## src/rtl/collision_pkg.sv

```systemverilog
// -----------------------------------------------------------------------------
// collision_pkg
// Shared definitions for the sprite collision sweep controller:
//   - sweep_state_t      : FSM state encoding of the sweep controller
//   - SIZE_PX_*          : square sprite edge length for each 2-bit size code
//   - size_to_px()       : size code -> pixel edge length
//   - DEF_NUM_SPRITES,
//     DEF_END_MOBILE_SPRITE : default sprite-range constants
// -----------------------------------------------------------------------------
package collision_pkg;

  typedef enum logic [2:0] {
    IDLE,
    FETCH_MOB,
    LATCH_MOB,
    FETCH_CMP,
    EVAL,
    COMMIT
  } sweep_state_t;

  localparam int SIZE_PX_00 = 8;
  localparam int SIZE_PX_01 = 16;
  localparam int SIZE_PX_10 = 32;
  localparam int SIZE_PX_11 = 64;

  localparam int DEF_NUM_SPRITES       = 32;
  localparam int DEF_END_MOBILE_SPRITE = 14;

  function automatic logic [6:0] size_to_px(input logic [1:0] code);
    logic [6:0] px;
    case (code)
      2'b00:   px = 7'(SIZE_PX_00);
      2'b01:   px = 7'(SIZE_PX_01);
      2'b10:   px = 7'(SIZE_PX_10);
      default: px = 7'(SIZE_PX_11);
    endcase
    return px;
  endfunction

endpackage

```

## src/rtl/aabb_overlap.sv

```systemverilog
// -----------------------------------------------------------------------------
// aabb_overlap
// Combinational strict axis-aligned bounding-box overlap test between two
// square sprites. Touching edges do not count as overlap. Sums are formed one
// bit wider than the coordinates so a sprite near the right/bottom edge of the
// coordinate space never wraps around.
// Ports:
//   i_xa, i_ya, i_size_a : position and size code of sprite A
//   i_xb, i_yb, i_size_b : position and size code of sprite B
//   o_overlap            : 1 when the two boxes strictly intersect
// -----------------------------------------------------------------------------
module aabb_overlap
  import collision_pkg::*;
#(
  parameter int COORD_W = 10
) (
  input  logic [COORD_W-1:0] i_xa,
  input  logic [COORD_W-1:0] i_ya,
  input  logic [1:0]         i_size_a,
  input  logic [COORD_W-1:0] i_xb,
  input  logic [COORD_W-1:0] i_yb,
  input  logic [1:0]         i_size_b,
  output logic               o_overlap
);

  localparam int EW = COORD_W + 1;

  logic [EW-1:0] w_xa, w_ya, w_xb, w_yb, w_wa, w_wb;
  logic [EW-1:0] w_xa_end, w_ya_end, w_xb_end, w_yb_end;

  assign w_xa = {1'b0, i_xa};
  assign w_ya = {1'b0, i_ya};
  assign w_xb = {1'b0, i_xb};
  assign w_yb = {1'b0, i_yb};
  assign w_wa = EW'(size_to_px(i_size_a));
  assign w_wb = EW'(size_to_px(i_size_b));

  assign w_xa_end = w_xa + w_wa;
  assign w_ya_end = w_ya + w_wa;
  assign w_xb_end = w_xb + w_wb;
  assign w_yb_end = w_yb + w_wb;

  assign o_overlap = (w_xa < w_xb_end) && (w_xb < w_xa_end) &&
                     (w_ya < w_yb_end) && (w_yb < w_ya_end);

endmodule

```

## src/rtl/collision_sweep_ctrl.sv

```systemverilog
// -----------------------------------------------------------------------------
// collision_sweep_ctrl
// Walks every (mobile, comparison) sprite pair once per start pulse, reading
// sprite attributes from an external table with one cycle of read latency,
// and reports one overlap result per pair.
//
// Optional feature macro: COLLISION_SKIP_INACTIVE_EN
//   defined   : a pair with either sprite inactive keeps its EVAL cycle but
//               does not raise enable
//   undefined : activity flags are ignored
//
// Ports:
//   clk, reset                 : clock, synchronous active-high reset
//   start_sweep                : start pulse, ignored while busy
//   rd_addr                    : attribute table read address
//   rd_x, rd_y, rd_size        : attributes of the sprite addressed last cycle
//   rd_active                  : enable flag of the sprite addressed last cycle
//   enable                     : one pair result is valid this cycle
//   collision_result           : pair overlaps
//   number_of_mobile_sprite    : mobile index of the reported pair
//   number_of_comparison_sprite: comparison index of the reported pair
//   process_finished           : 1 while accumulating, 0 in commit / idle
//   busy                       : sweep in progress
// -----------------------------------------------------------------------------
module collision_sweep_ctrl
  import collision_pkg::*;
#(
  parameter int BITS_TO_SPRITE    = 5,
  parameter int NUM_SPRITES       = DEF_NUM_SPRITES,
  parameter int END_MOBILE_SPRITE = DEF_END_MOBILE_SPRITE,
  parameter int COORD_W           = 10
) (
  input  logic                      clk,
  input  logic                      reset,
  input  logic                      start_sweep,
  output logic [BITS_TO_SPRITE-1:0] rd_addr,
  input  logic [COORD_W-1:0]        rd_x,
  input  logic [COORD_W-1:0]        rd_y,
  input  logic [1:0]                rd_size,
  input  logic                      rd_active,
  output logic                      enable,
  output logic                      collision_result,
  output logic [BITS_TO_SPRITE-1:0] number_of_mobile_sprite,
  output logic [BITS_TO_SPRITE-1:0] number_of_comparison_sprite,
  output logic                      process_finished,
  output logic                      busy
);

  localparam logic [BITS_TO_SPRITE-1:0] LAST_J = BITS_TO_SPRITE'(NUM_SPRITES - 1);
  localparam logic [BITS_TO_SPRITE-1:0] LAST_I = BITS_TO_SPRITE'(END_MOBILE_SPRITE);

  sweep_state_t r_state, w_state_next;

  logic [BITS_TO_SPRITE-1:0] r_i, w_i_next;
  logic [BITS_TO_SPRITE-1:0] r_j, w_j_next;
  logic [BITS_TO_SPRITE-1:0] w_j_cmp;

  logic [COORD_W-1:0] r_mob_x, r_mob_y;
  logic [1:0]         r_mob_size;
  logic               r_mob_active;

  logic w_overlap;
  logic w_last_j;
  logic w_pair_valid;
  logic w_in_eval;

  // The self pair is skipped inside the same FETCH_CMP cycle, so it costs no
  // time at all: the address jumps straight to the next comparison sprite.
  assign w_j_cmp = (r_j == r_i) ? r_j + 1'b1 : r_j;

  // Last comparison of this mobile. When the mobile is itself the final
  // sprite, the pair just before it is the last real one.
  assign w_last_j = (r_j == LAST_J) ||
                    ((r_i == LAST_J) && ((r_j + 1'b1) == r_i));

  always_comb begin
    w_state_next = r_state;
    w_i_next     = r_i;
    w_j_next     = r_j;
    rd_addr      = '0;
    case (r_state)
      IDLE: begin
        if (start_sweep) begin
          w_state_next = FETCH_MOB;
          w_i_next     = '0;
          w_j_next     = '0;
        end
      end
      FETCH_MOB: begin
        rd_addr      = r_i;
        w_state_next = LATCH_MOB;
      end
      LATCH_MOB: begin
        w_j_next     = '0;
        w_state_next = FETCH_CMP;
      end
      FETCH_CMP: begin
        rd_addr      = w_j_cmp;
        w_j_next     = w_j_cmp;
        w_state_next = EVAL;
      end
      EVAL: begin
        if (w_last_j) begin
          if (r_i == LAST_I) begin
            w_state_next = COMMIT;
          end else begin
            w_i_next     = r_i + 1'b1;
            w_j_next     = '0;
            w_state_next = FETCH_MOB;
          end
        end else begin
          w_j_next     = r_j + 1'b1;
          w_state_next = FETCH_CMP;
        end
      end
      COMMIT: begin
        w_state_next = IDLE;
      end
      default: begin
        w_state_next = IDLE;
      end
    endcase
  end

  always_ff @(posedge clk) begin
    if (reset) begin
      r_state      <= IDLE;
      r_i          <= '0;
      r_j          <= '0;
      r_mob_x      <= '0;
      r_mob_y      <= '0;
      r_mob_size   <= '0;
      r_mob_active <= 1'b0;
    end else begin
      r_state <= w_state_next;
      r_i     <= w_i_next;
      r_j     <= w_j_next;
      // Mobile attributes arrive one cycle after FETCH_MOB drove the address.
      if (r_state == LATCH_MOB) begin
        r_mob_x      <= rd_x;
        r_mob_y      <= rd_y;
        r_mob_size   <= rd_size;
        r_mob_active <= rd_active;
      end
    end
  end

  aabb_overlap #(
    .COORD_W (COORD_W)
  ) u_aabb_overlap (
    .i_xa      (r_mob_x),
    .i_ya      (r_mob_y),
    .i_size_a  (r_mob_size),
    .i_xb      (rd_x),
    .i_yb      (rd_y),
    .i_size_b  (rd_size),
    .o_overlap (w_overlap)
  );

`ifdef COLLISION_SKIP_INACTIVE_EN
  assign w_pair_valid = r_mob_active & rd_active;
`else
  logic w_unused_active;
  assign w_pair_valid    = 1'b1;
  assign w_unused_active = r_mob_active ^ rd_active;
`endif

  assign w_in_eval = (r_state == EVAL);

  assign enable                      = w_in_eval & w_pair_valid;
  assign collision_result            = w_in_eval & w_pair_valid & w_overlap;
  assign number_of_mobile_sprite     = r_i;
  assign number_of_comparison_sprite = r_j;
  assign busy                        = (r_state != IDLE);
  assign process_finished            = (r_state != IDLE) && (r_state != COMMIT);

endmodule

```

## config.mk

```make
export PLATFORM = sky130hd
export DESIGN_NAME = collision_sweep_ctrl
export DESIGN_NICKNAME = d
export VERILOG_FILES = /design/src/rtl/collision_pkg.sv /design/src/rtl/aabb_overlap.sv /design/src/rtl/collision_sweep_ctrl.sv
export SDC_FILE = /design/constraint.sdc
export NUM_CORES = 1
export LEC_CHECK = 0
export CORE_ASPECT_RATIO = 1.25
export CORE_MARGIN = 1
export CORE_UTILIZATION = 40
export CTS_BUF_LIST = sky130_fd_sc_hd__clkbuf_2 sky130_fd_sc_hd__clkbuf_4 sky130_fd_sc_hd__clkbuf_8
export CTS_CLUSTER_SIZE = 14
export DETAILED_ROUTE_END_ITERATION = 8
export HOLD_SLACK_MARGIN = 0.05
export PLACE_DENSITY = 0.67
export SYNTH_ARGS = -nofsm -noshare
export SYNTH_HDL_FRONTEND = slang
export SYNTH_SLANG_ARGS = --single-unit
```

## constraint.sdc

```tcl
create_clock -name clk -period 13.05 [get_ports clk]
set_input_delay 2.61 -clock clk [delete_from_list [all_inputs] [get_ports clk]]
set_output_delay 2.61 -clock clk [all_outputs]
set_load 0.05 [all_outputs]
```

==> results_dict.tcl, run 1 <==
set metrics [dict create \
    dieArea_um2 8957 \
    post_cts_buffers 0 \
    cp.buffers_inverters 2 \
    ant_nets 0 \
    rsz0062_at_grt "false" \
    yosysTopAreaCellShare_pct 20.42 \
    worst-setup-path-type "input port to primary output" \
    gp_congestion 0.8221 \
    vias 3101 \
    switchingPower_mw 0.1095 \
    clock-sinks 35 \
    yosys.area.top_type "dfxtp_1" \
    grt_pass1_wl_um 13830 \
    ir_worst_vdd_mv 0.04133 \
    clkPwrFrac_pct 27.0 \
    use_met1_pct 21.31 \
    finalCritPeriodShare_pct 73.66 \
    yosysSeqAreaShare_pct 20.42 \
    grt_max_degree 33 \
    wirelength_um 7910 \
    whs_path_depth 2 \
    finalCriticalPeriod_ns 9.613 \
    clk_pin_slew_ns 0.08 \
    end_kind "primary output" \
    cts_root_buf "clkbuf_8" \
    die_h_um 105.6 \
    intPower_mw 0.2000 \
    clock_skew_ns 0.01401 \
    ys.flop_type "dfxtp_1" \
    cts_max_path_buffers 2 \
    setup_viol 0 \
    post_drt_wl_per_cell_um 13.73 \
    dpl_cell_area_um2 3925 \
    worst_pin_slew_ns 1.018 \
    synth_most_common_cell "nand2_1" \
    ios 45 \
    start_util_pct 41.42 \
    synth_edf_count 0 \
    hpwl_um 6076 \
    max-slew-margin-rel_pct 32.05 \
    slowest_stage "clkdlybuf4s50_1" \
    grtUsageTotal_pct 18.78 \
    worst_slack_ns 3.437 \
    portBuffers 43 \
    combPwrFrac_pct 33.2 \
    synthesis.nets 523 \
    cts_tree "yes" \
    postLayoutCellArea_um2 4014 \
    path_cells "clkdlybuf4s50_1 -> nor2b_1 -> xor2_1 -> ha_1 -> a21oi_1 -> o22ai_1 -> a21oi_1 -> nor2_1 -> xnor2_1 -> ha_1 -> nor2b_1 -> a2111oi_0 -> a221oi_1 -> nor4_1 -> clkdlybuf4s50_1" \
    required_ns 10.44 \
    synth_seq_cells 35 \
    area_delta_synth_final_pct 16.95 \
    synth_area_per_cell_um2 7.730 \
    hp-start "r_mob_y[0]$_SDFFE_PP0P_" \
    rrSetupSlack_ns 10.33 \
    synth_common_cells "nand2_1, a21oi_1, ha_1" \
    rows 37 \
    regToRegEndpoint "number_of_comparison_sprite[0]$_SDFFE_PP0P_" \
    r2r-start "number_of_comparison_sprite[0]$_SDFFE_PP0P_" \
    cp_max_fo 9 \
    timing.fmax_ghz 0.1040 \
    tns_ns 0 \
    cp_top_family "buffers and inverters" \
    sw_frac_of_total_pct 35.38 \
    top_usage_layer "met2" \
    seq_power_share_pct 39.8 \
    fin_total_pwr_mw 0.3095 \
    synth_cell_type_count 60 \
    yosysWarningCount 0 \
    hold_viol 0 \
    cp-start-kind "input port" \
    drcViolationCount 0 \
    crit_arrival_ns 7.00 \
    drt_iter0_drc 80 \
    cp_slowest_stage_delay_ns 0.86 \
    maxCapViolations 0 \
    overflow 0 \
    cts_hold_repair.buffers 0 \
    hold_class "flip-flop to flip-flop" \
    outcome "completed" \
    fin_nets 557 \
    dp_slack_ns 3.342 \
    worstSkewPairLatency_ns 0.29 \
    p_per_area_nw_per_um2 77.11 \
    cts_resized 0 \
    antenna_found_initial 0 \
    via_per_inst 5.384 \
    htree_num_levels 2 \
    async_flop_share_pct 0 \
    drv_slew 0 \
    synth_area_leaders "dfxtp_1, ha_1, a21oi_1, nand2_1, xnor2_1" \
    syn-instance-count 444 \
    dr.pass1.iters 7 \
    die_w_um 84.85 \
    p_leak_nw 1.655 \
    synth_area_um2 3432 \
    first_global_vias 3112 \
    cts_inserted_buffers 5 \
    grt_use_met3_pct 2.741 \
    fill_cells 811 \
    met2_usage_pct 36.53 \
    holdPathEnd "r_mob_y[0]$_SDFFE_PP0P_" \
    antennaDiodeCount 0 \
    drive_gt1_share_pct 5.637 \
    reg2regPathDepth 9 \
    core_region_area_um2 8287 \
]
-- how the worst max path moves through the flow --
stage               start               end  slack [ns]  depth (start not counted)
2_1_floorplan  rd_size[0]  collision_result        3.98                         15
3_3_place_gp   rd_size[0]  collision_result        3.43                         15
3_5_place_dp   rd_size[0]  collision_result        3.34                         15
4_1_cts        rd_size[0]  collision_result        3.33                         15
5_1_grt        rd_size[0]  collision_result        2.91                         15
6_report       rd_size[0]  collision_result        3.44                         15
-- power groups by stage --
stage / logic, mW / clock network (mW) / registers [mW]
3_5_place_dp: 0.104 / 0 / 0.126
5_1_grt: 0.117 / 0.0913 / 0.124
3_3_place_gp: 0.101 / 0 / 0.125
2_1_floorplan: 0.0749 / 0 / 0.121
6_report: 0.103 / 0.0836 / 0.123
4_1_cts: 0.104 / 0.0865 / 0.123
-- cell type report --
type                            count  area (um2)  area share [%]
Sequential cell                    35       700.7           17.46
Multi-Input combinational cell    366        2567           63.97
Tap cell                           97       121.4           3.024
Clock inverter                      1       5.005          0.1247
Inverter                           26       97.59           2.431
Timing Repair Buffer               44       437.9           10.91
Clock buffer                        7       83.83           2.089
-- tightest hold or removal path, delay by kind of cell, from the launching register on --
family,cells,cell delay (ns)
AND/OR/NAND/NOR,1,0.05
flip-flops,1,0.32
AO/OA/AOI/OAI,1,0.05
-- cells by family (layout without fill, tap and decap cells) --
kind of cell    after synthesis  after routing  share of synthesized area [%]
xor+xnor                     38             38                          9.916
mux                           3              3                          1.021
simple gates                150            150                          21.51
buf+inv                      43             78                          5.104
compound gates              118            118                          21.55
fa+ha+maj                    57             57                          20.49
flops                        35             35                          20.42
-- per-stage QoR --
| stage | std cells | hold WS (ns) | utilization (%) |
|---|---|---|---|
| after floorplan | 444 | 0.4447 | - |
| after global placement | 568 | 0.4532 | 47.37 |
| after detailed placement | 568 | 0.4586 | 47.37 |
| after CTS | 576 | 0.4701 | 48.44 |
| after global routing | 576 | 0.5120 | 48.44 |
| final | 576 | 0.4735 | 48.44 |
-- layer usage --
layer / part of all wire [%] / routed length, um
met1: 45 / 3568
met2: 52 / 4129
met3: 2.4 / 192
met4: 0.25 / 20
met5: 0 / 0
-- layout by cell type, fill, tap and decap left out, types with 2 or more instances in the layout --
master,Yosys,layout
nand2_1,68,68
a21oi_1,57,57
ha_1,53,53
clkdlybuf4s50_1,0,43
dfxtp_1,35,35
inv_1,26,26
xnor2_1,19,19
nor2_1,19,19
xor2_1,18,18
o21ai_0,16,16
nor2b_1,11,11
nand3_1,9,9
nand2b_1,8,8
and3_1,5,5
a21o_1,5,5
clkbuf_8,0,5
nor3_1,4,4
o22ai_1,4,4
maj3_1,4,4
o221ai_1,4,4
nand4_1,4,4
or3_1,3,3
and2_1,3,3
o21bai_1,3,3
a2111oi_0,3,3
o211ai_1,3,3
nor3_2,2,2
mux2i_1,2,2
o2bb2ai_1,2,2
o2111ai_1,2,2
a22oi_1,2,2
a211oi_1,2,2
nor4_1,2,2
a31oi_1,2,2
o21ai_1,2,2
clkbuf_4,0,2
-- state kept, by name, indices dropped and copies added, names as in the netlist --
| name | flops |
|---|---|
| number_of_comparison_sprite | 5 |
| number_of_mobile_sprite | 5 |
| r_mob_size | 2 |
| r_mob_x | 10 |
| r_mob_y | 10 |
| r_state | 3 |
Note: power is estimated with default switching activity, not from simulation.
==> run 2, diff against run 1 <==
clock period = 9.6 ns   (was 13.05 ns; I/O delays follow)
==> results_dict.tcl, run 2 (synthesis gave the netlist of run 1 again) <==
set metrics [dict create \
    post_cts_buffers 0 \
    r2r-start "number_of_comparison_sprite[0]$_SDFFE_PP0P_" \
    grt_pass1_wl_um 13690 \
    drv_slew 0 \
    cts_hold_repair.buffers 0 \
    cts_inserted_buffers 5 \
    die_w_um 84.85 \
    worst_pin_slew_ns 0.9733 \
    portBuffers 43 \
    ir_worst_vdd_mv 0.04894 \
    worst-setup-path-type "input port to primary output" \
    core_region_area_um2 8287 \
    crit_arrival_ns 6.34 \
    hold_class "flip-flop to flip-flop" \
    p_leak_nw 1.660 \
    antennaDiodeCount 0 \
    htree_num_levels 2 \
    wirelength_um 7950 \
    max-slew-margin-rel_pct 35.04 \
    final_common_cell "nand2_1" \
    maxCapViolations 0 \
    drive_gt1_share_pct 5.637 \
    whs_path_depth 2 \
    overflow 0 \
    reg_top3 "r_mob_x: 10 flops, r_mob_y: 10 flops" \
    post_drt_wl_per_cell_um 13.80 \
    hpwl_um 6075 \
    cts_root_buf "clkbuf_8" \
    ios 45 \
    outcome "finished with violations" \
    tns_ns 0 \
    setup_viol 0 \
    drt_iter0_drc 93 \
    hp-start "r_mob_y[0]$_SDFFE_PP0P_" \
    antenna_found_initial 0 \
    timing.fmax_ghz 0.1210 \
    grt_max_degree 33 \
    cp_slowest_stage_delay_ns 0.86 \
    dieArea_um2 8957 \
    area_delta_synth_final_pct 17.39 \
    via_per_inst 5.432 \
    rows 37 \
    finalCriticalPeriod_ns 8.265 \
    ant_nets 0 \
    dp_slack_ns 1.230 \
    hold_viol 0 \
    regToRegEndpoint "number_of_comparison_sprite[4]$_SDFFE_PP0P_" \
    cts_max_path_buffers 2 \
    violations "DRC" \
    p_per_area_nw_per_um2 107.5 \
    finalCritPeriodShare_pct 86.09 \
    rsz0062_at_grt "false" \
    fin_nets 557 \
    fin_util_pct 48.62 \
    path_cells "clkdlybuf4s50_1 -> nor2b_1 -> xor2_1 -> ha_1 -> a21oi_1 -> o22ai_1 -> a21oi_1 -> nor2_1 -> xnor2_1 -> ha_1 -> nor2b_1 -> a2111oi_0 -> a221oi_1 -> nor4_1 -> clkdlybuf4s50_1" \
    clock-sinks 35 \
    clock_skew_ns 0.009215 \
    start_util_pct 41.42 \
    cts_tree "yes" \
    grtUsageTotal_pct 18.78 \
    reg2regPathDepth 9 \
    worst_slack_ns 1.335 \
    cp_max_fo 9 \
    gp_congestion 0.8090 \
    first_global_vias 2980 \
    vias 3129 \
    end_kind "primary output" \
    cts_resized 0 \
    slowest_stage "clkdlybuf4s50_1" \
    cp-start-kind "input port" \
    die_h_um 105.6 \
    clk_pin_slew_ns 0.08 \
    holdPathEnd "r_mob_y[0]$_SDFFE_PP0P_" \
    dr.pass1.iters 6 \
    mostFrequentLayoutCells "nand2_1, a21oi_1, ha_1" \
    rrSetupSlack_ns 6.87 \
    worstSkewPairLatency_ns 0.29 \
    required_ns 7.68 \
    drcViolationCount 2 \
]
## run 2: worst max path at each step
stage,start,to,slack [ns],depth (start not counted)
2_1_floorplan,rd_size[0],collision_result,1.91,15
3_3_place_gp,rd_size[0],collision_result,1.37,15
3_5_place_dp,rd_size[0],collision_result,1.23,15
4_1_cts,rd_size[0],collision_result,1.24,15
5_1_grt,rd_size[0],collision_result,0.79,15
6_report,rd_size[0],collision_result,1.34,15
## run 2: critical path, delay by kind of cell
kind | cells | cell delay, ns
buffers and inverters | 2 | 1.48
AOI/OAI and AO/OA | 5 | 1.06
and+or+nand+nor | 4 | 1.04
adders and majority gates | 2 | 0.56
xor gates and xnor gates | 2 | 0.27
## run 2: final cells by class
class                   instances  area, um2
flip-flops and latches         35      700.7
repair buffers                 44      437.9
inverters                      26      97.59
clock buffers                   8      103.9
fillers                       813       4258
multi-input cells             366       2567
well taps                      97      121.4
## run 2: where the power goes
| part | internal, mW | switching (mW) | total, mW |
|---|---|---|---|
| registers | 0.154 | 0.0138 | 0.167 |
| logic | 0.0617 | 0.0783 | 0.140 |
| clock network | 0.0684 | 0.0575 | 0.126 |
| total | 0.284 | 0.150 | 0.433 |
## run 2: layer usage
| metal | track usage, % | routed length, um | vias up |
|---|---|---|---|
| met3 | 2.976 | 244 | 11 |
| met2 | 35.54 | 4050 | 58 |
| met1 | 21.30 | 3526 | 1425 |
| met5 | 0 | 0 | - |
| met4 | 5.690 | 128 | 0 |
| li1 | - | - | 1635 |
## run 2: per-stage QoR
step / hold WS [ns] / std cells / power (mW) / instance area [um2]
after CTS: 0.4752 / 576 / 0.4399 / 4029
after global routing: 0.5109 / 576 / 0.4667 / 4029
after detailed placement: 0.4636 / 568 / 0.3113 / 3925
final: 0.4752 / 576 / 0.4333 / 4029
after floorplan: 0.4447 / 444 / 0.2668 / 3432
after global placement: 0.4538 / 568 / 0.3076 / 3925
